--- src/rtl/parity_framer_pkg.sv ---
// Shared state encodings and sizing helper for the serial parity framer.
package parity_framer_pkg;

  localparam logic [1:0] IDLE = 2'd0;
  localparam logic [1:0] DATA = 2'd1;
  localparam logic [1:0] PAR  = 2'd2;

  // Bits needed to hold 0..frame_bits inclusive.
  function automatic int cnt_width(input int frame_bits);
    return (frame_bits < 1) ? 1 : $clog2(frame_bits + 1);
  endfunction

endpackage

--- src/rtl/parity_bit_counter.sv ---
// Data-bit counter for one frame: load-1 on SOF, increment per data bit, clear after parity.
// tc flags the update that makes the count reach FRAME_BITS (last data bit accepted).
module parity_bit_counter
  import parity_framer_pkg::*;
#(
  parameter int FRAME_BITS = 8
) (
  input  logic clk,
  input  logic rst,
  input  logic load1,
  input  logic inc,
  input  logic clr,
  output logic tc
);

  localparam int CW = cnt_width(FRAME_BITS);
  localparam logic [CW-1:0] CNT_FULL = CW'(FRAME_BITS);
  localparam logic [CW-1:0] CNT_LAST = CW'(FRAME_BITS - 1);
  localparam bit SINGLE_BIT = (FRAME_BITS == 1);

  logic [CW-1:0] count_q, count_d;

  always_comb begin
    count_d = count_q;
    if (clr) begin
      count_d = '0;
    end else if (load1) begin
      count_d = CW'(1);
    end else if (inc && (count_q != CNT_FULL)) begin
      count_d = count_q + CW'(1);
    end
  end

  // A one-bit frame completes its data phase on the SOF bit itself.
  always_comb begin
    tc = 1'b0;
    if (!clr) begin
      if (load1) begin
        tc = SINGLE_BIT;
      end else if (inc) begin
        tc = (count_q == CNT_LAST);
      end
    end
  end

  always_ff @(posedge clk) begin
    if (rst) begin
      count_q <= '0;
    end else begin
      count_q <= count_d;
    end
  end

endmodule

--- src/rtl/serial_parity_framer.sv ---
// Serial LSB-first parity checker: FSM plus running-parity accumulator.
// Optional saturating error counter enabled by defining PARITY_ERR_CNT_EN.
module serial_parity_framer
  import parity_framer_pkg::*;
#(
  parameter int FRAME_BITS = 8,
  parameter bit ODD_PARITY = 1'b0
`ifdef PARITY_ERR_CNT_EN
  ,
  parameter int ERR_CNT_W  = 8
`endif
) (
  input  logic clk,
  input  logic rst,
  input  logic in_valid,
  input  logic in_sof,
  input  logic in_bit,
  output logic even,
  output logic busy,
  output logic frame_done,
  output logic par_exp,
  output logic par_err,
  output logic frame_abort
`ifdef PARITY_ERR_CNT_EN
  ,
  output logic [ERR_CNT_W-1:0] err_count
`endif
);

  logic [1:0] state_q, state_d;
  logic       even_q, even_d;
  logic       busy_q, busy_d;
  logic       done_q, done_d;
  logic       par_exp_q, par_exp_d;
  logic       par_err_q, par_err_d;
  logic       abort_q, abort_d;
  logic       cnt_load1, cnt_inc, cnt_clr, cnt_tc;
  logic       exp_bit;

  parity_bit_counter #(
    .FRAME_BITS(FRAME_BITS)
  ) u_cnt (
    .clk  (clk),
    .rst  (rst),
    .load1(cnt_load1),
    .inc  (cnt_inc),
    .clr  (cnt_clr),
    .tc   (cnt_tc)
  );

  assign exp_bit = ODD_PARITY ? even_q : ~even_q;

  always_comb begin
    state_d   = state_q;
    even_d    = even_q;
    done_d    = 1'b0;
    abort_d   = 1'b0;
    par_exp_d = par_exp_q;
    par_err_d = par_err_q;
    cnt_load1 = 1'b0;
    cnt_inc   = 1'b0;
    cnt_clr   = 1'b0;
    if (in_valid) begin
      // SOF always wins, including on the parity-bit cycle.
      if (in_sof) begin
        abort_d   = (state_q != IDLE);
        cnt_load1 = 1'b1;
        even_d    = ~in_bit;
        state_d   = cnt_tc ? PAR : DATA;
      end else begin
        case (state_q)
          DATA: begin
            cnt_inc = 1'b1;
            even_d  = even_q ^ in_bit;
            if (cnt_tc) begin
              state_d = PAR;
            end
          end
          PAR: begin
            cnt_clr   = 1'b1;
            par_exp_d = exp_bit;
            par_err_d = in_bit ^ exp_bit;
            done_d    = 1'b1;
            even_d    = 1'b1;
            state_d   = IDLE;
          end
          default: ;
        endcase
      end
    end
  end

  assign busy_d = (state_d != IDLE);

  always_ff @(posedge clk) begin
    if (rst) begin
      state_q   <= IDLE;
      even_q    <= 1'b1;
      busy_q    <= 1'b0;
      done_q    <= 1'b0;
      par_exp_q <= 1'b0;
      par_err_q <= 1'b0;
      abort_q   <= 1'b0;
    end else begin
      state_q   <= state_d;
      even_q    <= even_d;
      busy_q    <= busy_d;
      done_q    <= done_d;
      par_exp_q <= par_exp_d;
      par_err_q <= par_err_d;
      abort_q   <= abort_d;
    end
  end

  assign even        = even_q;
  assign busy        = busy_q;
  assign frame_done  = done_q;
  assign par_exp     = par_exp_q;
  assign par_err     = par_err_q;
  assign frame_abort = abort_q;

`ifdef PARITY_ERR_CNT_EN
  logic [ERR_CNT_W-1:0] err_cnt_q, err_cnt_d;

  // Updates alongside frame_done so the count already includes the reported frame.
  always_comb begin
    err_cnt_d = err_cnt_q;
    if (done_d && par_err_d && (err_cnt_q != {ERR_CNT_W{1'b1}})) begin
      err_cnt_d = err_cnt_q + ERR_CNT_W'(1);
    end
  end

  always_ff @(posedge clk) begin
    if (rst) begin
      err_cnt_q <= '0;
    end else begin
      err_cnt_q <= err_cnt_d;
    end
  end

  assign err_count = err_cnt_q;
`endif

endmodule
--- config.mk ---
export PLATFORM = sky130hd
export DESIGN_NAME = serial_parity_framer
export DESIGN_NICKNAME = d
export VERILOG_FILES = /design/src/rtl/parity_framer_pkg.sv /design/src/rtl/parity_bit_counter.sv /design/src/rtl/serial_parity_framer.sv
export SDC_FILE = /design/constraint.sdc
export NUM_CORES = 1
export LEC_CHECK = 0
export CAP_MARGIN = 10
export CORE_MARGIN = 2
export CORE_UTILIZATION = 45
export CTS_CLUSTER_DIAMETER = 120
export DETAILED_ROUTE_END_ITERATION = 12
export PLACE_DENSITY_LB_ADDON = 0.12
export SETUP_SLACK_MARGIN = 0.05
export SLEW_MARGIN = 20
export SYNTH_ARGS = -nofsm -noshare
export SYNTH_HDL_FRONTEND = slang
export SYNTH_HIERARCHICAL = 1
export SYNTH_SLANG_ARGS = --single-unit
--- constraint.sdc ---
create_clock -name clk -period 2.06 [get_ports clk]
set_clock_uncertainty 0.15 [all_clocks]
set_input_delay 0.618 -clock clk [delete_from_list [all_inputs] [get_ports clk]]
set_output_delay 0.618 -clock clk [all_outputs]
set_load 0.02 [all_outputs]
* Word level (Yosys, flattened, before mapping)
Cells that the tools add are included.
** Storage, ports and cells
- Memory bits (read-only) :: 0
- Memory bits (writable) :: 0
- Bits of input ports :: 5
- Flip-flop bits (word level) :: 12
- Logic and storage cells :: 50
- Output and inout port bits :: 6
- Bits in latches :: 0
- Memories kept :: 0
** Cells by class
- Reduce and logical (&&, ||, !) cells :: 10
- Bitwise logic cells :: 6
- Multipliers :: 0
- Equality and inequality tests :: 4
- Multiplexer cells :: 20
- Magnitude comparators :: 0
- Shift-type cells :: 0
- Divide/modulo/power cells :: 0
- Add/subtract/negate cells :: 1
** Operators with widths (count)
- $mux 1 :: 14
- $mux 2 :: 4
- $reduce_bool 2->1 :: 3
- $reduce_or 3->1 :: 2
- $add 4x1->4 const B :: 1
- $eq 4x3->1 const B :: 1
- $ne 4x4->1 const B :: 1
- $not 1->1 :: 4
- $pmux 2 s2 :: 1
- $reduce_and 3->1 :: 1
- $reduce_bool 3->1 :: 1
- $eq 2x1->1 const B :: 1
- $eq 2x2->1 const B :: 1
- $pmux 1 s2 :: 1
- $reduce_and 2->1 :: 1
- $reduce_or 2->1 :: 1
- $xor 1x1->1 :: 2
- $logic_and 1x1->1 :: 1

* Depth between registers and ports, before layout
- Depth in word-level cells :: 12
- Mapped depth :: 8
- Depth with buffers taken out :: 8

* Modules after synthesis
Netlist, hierarchy kept.
** Modules (own cells, without submodules)
- serial_parity_framer :: sequential area each 160.2 µm², area an instance 445.4 µm², cells each 50, instances 1
- parity_bit_counter :: sequential area each 80.1 µm², area an instance 245.2 µm², cells each 27, instances 1

* Least setup slack after synthesis
No wires, ideal clock.
- Kind :: input-to-reg
- Start :: input port in_valid
- End :: register u_cnt.count_q[0]
- Data required time :: 1.819 ns
- Stages on the path :: 6
- Path buffers :: 1
- Data arrival time :: 1.769 ns
- Path slack :: 0.051 ns
- Library setup time :: 0.091 ns
- Cell sequence :: buf_4 -> nor2b_1 -> and2_1 -> bufinv_8 -> or3_1 -> a311oi_1
** Between the ends
- Word-level cells in the longest chain between the ends :: 3
- Elaborated cells on any way between the ends :: 7
- Classes of those cells :: mux: 4; reduce/logical: 3
** Ends and longest elaborated chain
- start: declaration :: RTL line serial_parity_framer.sv:15 : input logic in_valid,
- $mux 1 :: RTL line serial_parity_framer.sv:63 : if (in_valid) begin
- named net cnt_inc :: RTL line serial_parity_framer.sv:37 : logic cnt_load1, cnt_inc, cnt_clr, cnt_tc;
- $logic_and 1x1->1 :: RTL line parity_bit_counter.sv:29 : end else if (inc && (count_q != CNT_FULL)) begin
- $reduce_bool 2->1 (no source line)
- end signal: assignment :: RTL line parity_bit_counter.sv:50 : count_q <= count_d;
- end: declaration :: RTL line parity_bit_counter.sv:21 : logic [CW-1:0] count_q, count_d;
The timed path passes the listed nets, and every way through them passes these cells.
A chain may end at the register's enable or synchronous reset.

* Worst setup path after layout
- Start :: register par_err_q (netlist: par_err)
- End :: output port par_err
** RTL lines
- start: declaration :: RTL line serial_parity_framer.sv:35 : logic par_err_q, par_err_d;
- start signal: assignment :: RTL line serial_parity_framer.sv:110 : par_err_q <= par_err_d;
- end: declaration :: RTL line serial_parity_framer.sv:22 : output logic par_err,
No word-level cell between the ends.

==> results_dict.tcl <==
set metrics [dict create \
    synth_top_cell_area_share_pct 34.8 \
    status "finished clean" \
    max-slew-margin-rel_pct 84.7 \
    syn2layout_area_growth_pct 33.3 \
    crit_buf_inv 1 \
    synth_commonest_cells "dfxtp_1, nand2_1, inv_1, ha_1" \
    cts_made_buffers 3 \
    hold_viol_final 0 \
    cp.arrival_ps 1190 \
    synth.distinct_cells 34 \
    place_congestion 0.749 \
    slowest_stage "clkdlybuf4s50_1" \
    path_cells "clkdlybuf4s50_1" \
    clock_path_buffers 2 \
    design_area_um2 921 \
    clkTransAtPathRegs_ps 70 \
    num_vias 590 \
    ir_worst_vdd_v 0.000259 \
    drtIter0Drc 8 \
    worstSetupStartpointType "register" \
    synth_most_common_cell "dfxtp_1" \
    grt_pass1_wl_um 2380 \
    avgRoutedWirePerCell_um 11.5 \
    dpl.hpwl_um 1040 \
    cts.sinks 12 \
    worst-endpoint-required_ps 1290 \
    crit_path_end_kind "output port" \
    worstReg2RegEnd "u_cnt/count_q[1]" \
    layout.cells.non_filler 116 \
    worstReg2RegStart "state_q[0]" \
    avgSynthCellArea_um2 8.97 \
    port_buffers 10 \
    routed_wl_um 1340 \
    cellPowerDensity_nw_per_um2 511 \
    cts_tree "built" \
    worstSetupPathType "reg2out" \
    synth-async-reset-ratio_pct 0 \
    rr_worst_depth 8 \
    synth-edff-count 0 \
    grt_use_total_pct 17.1 \
    crit_path_end "par_err" \
    grt_remaining_overflow 0 \
    yosys-top-cells-area "dfxtp_1, ha_1, nand2_1" \
    antenna_cells 0 \
    power.leakage_nw 0.400 \
    fin_crit_sh_pct 95.1 \
    synth-seq-cells 12 \
    firstDrtPassIters 4 \
    die_x_um 43.2 \
    clkLatencyLatePin_ps 260 \
    hold_path.class "reg2reg" \
    total_power_uw 471 \
    dieArea_um2 1860 \
    root_buffer "clkbuf_4" \
    cp-startpoint "par_err" \
    final_max_slew_viol_count 0 \
    fmax_mhz 511 \
    placed_cell_area_um2 882 \
    antenna_left 0 \
    core.rowCount 14 \
    crit_fanout 2 \
    htreeDepth 1 \
    cts_setup_buffers 0 \
    place_ws_ps -395 \
    final_nets 113 \
    crit_family "buffers and inverters" \
    reg2reg_slack_ps 220 \
    drive_above_1_share_pct 24.0 \
    synth_area_um2 691 \
    syn-num-nets 88 \
    die_h_um 43.2 \
    drc 0 \
    antenna_found_initial 0 \
    worst_pin_slew_ps 227 \
    grt_pass1_vias 560 \
    setup-violations-final 0 \
    worst_path_largest_cell_delay_ps 600 \
    io_pins 11 \
    place_inst 113 \
    start_util_pct 46.9 \
    cp.depth 1 \
    rsz0062_at_grt "no" \
    core_um2 1470 \
    ys.flop_type "dfxtp_1" \
    grt_max_degree 9 \
    synth_top_cell_by_area "dfxtp_1" \
    vias_per_cell 5.09 \
    max-cap-violations 0 \
    fin_crit_ps 1960 \
    ys_seq_area_share_pct 34.8 \
    syn_inst 77 \
    yosysWarnings 6 \
    setup_ws_ps 102 \
]
kinds of logic after synthesis:
logic type / synth area share [%]
adders and majority gates: 10.9
muxes: 1.45
buffers and inverters: 10.1
and+or+nand+nor: 20.7
AOI/OAI and AO/OA: 19.6
DFF: 34.8
xor gates and xnor gates: 2.54
state kept, by name, summed over array words and instances, names as in the netlist:
register	cells
par_err	1
par_exp	1
frame_abort	1
state_q	2
busy	1
even	1
frame_done	1
u_cnt/count_q	4
report_power, final:
| group | switching (mW) | total, mW | internal [mW] | leakage, nW |
|---|---|---|---|---|
| Clock | 0.0722 | 0.140 | 0.0675 | 0.0138 |
| Combinational | 0.0401 | 0.0851 | 0.0450 | 0.289 |
| Sequential | 0.00621 | 0.246 | 0.240 | 0.0979 |
layout by cell type, fill, tap and decap left out, types with 2 or more instances in the layout:
cell type         n
a21oi_1           2
and3b_1           2
buf_4            13
clkbuf_4          3
clkdlybuf4s50_1   6
dfxtp_1          11
dlygate4sd2_1     3
ha_1              6
inv_1             7
nand2_1           9
nor2_1            3
nor2b_1           2
nor3_1            2
o211ai_1          2
o21ai_0           3
xnor2_1           2
tightest hold or removal path: stages (launching register included):
cell	delay [ps]
dfxtp_1	330
nand2_1	60
a21oi_1	50
through the flow:
step	util (%)	TNS, ps	hold WS (ps)
3_5_place_dp	59.9	-1950	326
4_1_cts	61.9	0	337
2_1_floorplan	-	0	300
5_1_grt	62.6	0	395
6_report	62.6	0	340
3_3_place_gp	59.9	-1750	320
area by class of cell:
| class | count | area (um^2) |
|---|---|---|
| Clock buffer | 3 | 22.5 |
| Inverter | 8 | 43.8 |
| Multi-Input combinational cell | 54 | 397 |
| Fill cell | 141 | 551 |
| Tap cell | 16 | 20.0 |
| Sequential cell | 12 | 241 |
| Timing Repair Buffer | 23 | 196 |
how the worst min path moves through the flow:
stage                    start          to  slack (ps)  cells past startpoint
floorplan           state_q[1]  state_q[1]         300                      2
global placement    state_q[1]  state_q[1]         320                      2
detailed placement  state_q[1]  state_q[1]         330                      2
CTS                 state_q[1]  state_q[1]         340                      2
global route           par_err     par_err         390                      2
finish              state_q[1]  state_q[1]         340                      2
routing by layer:
metal  vias to the layer above  part of all wire, %  GRT usage (%)
met3                         2                  1.9           3.83
met1                       273                   46           20.9
met2                         4                   51           27.5
met5                         -                    0              0
li1                        311                    -              -
met4                         0                 0.97           9.09
repair_timing:
action | in CTS | in global routing
setup endpoints to repair | 4 | 3
pin swaps | 2 | 0
gates resized for setup | 6 | 3
hold buffers | 0 | 0
gates cloned | 0 | 0
No activity file was read; power rests on OpenSTA's default activity.
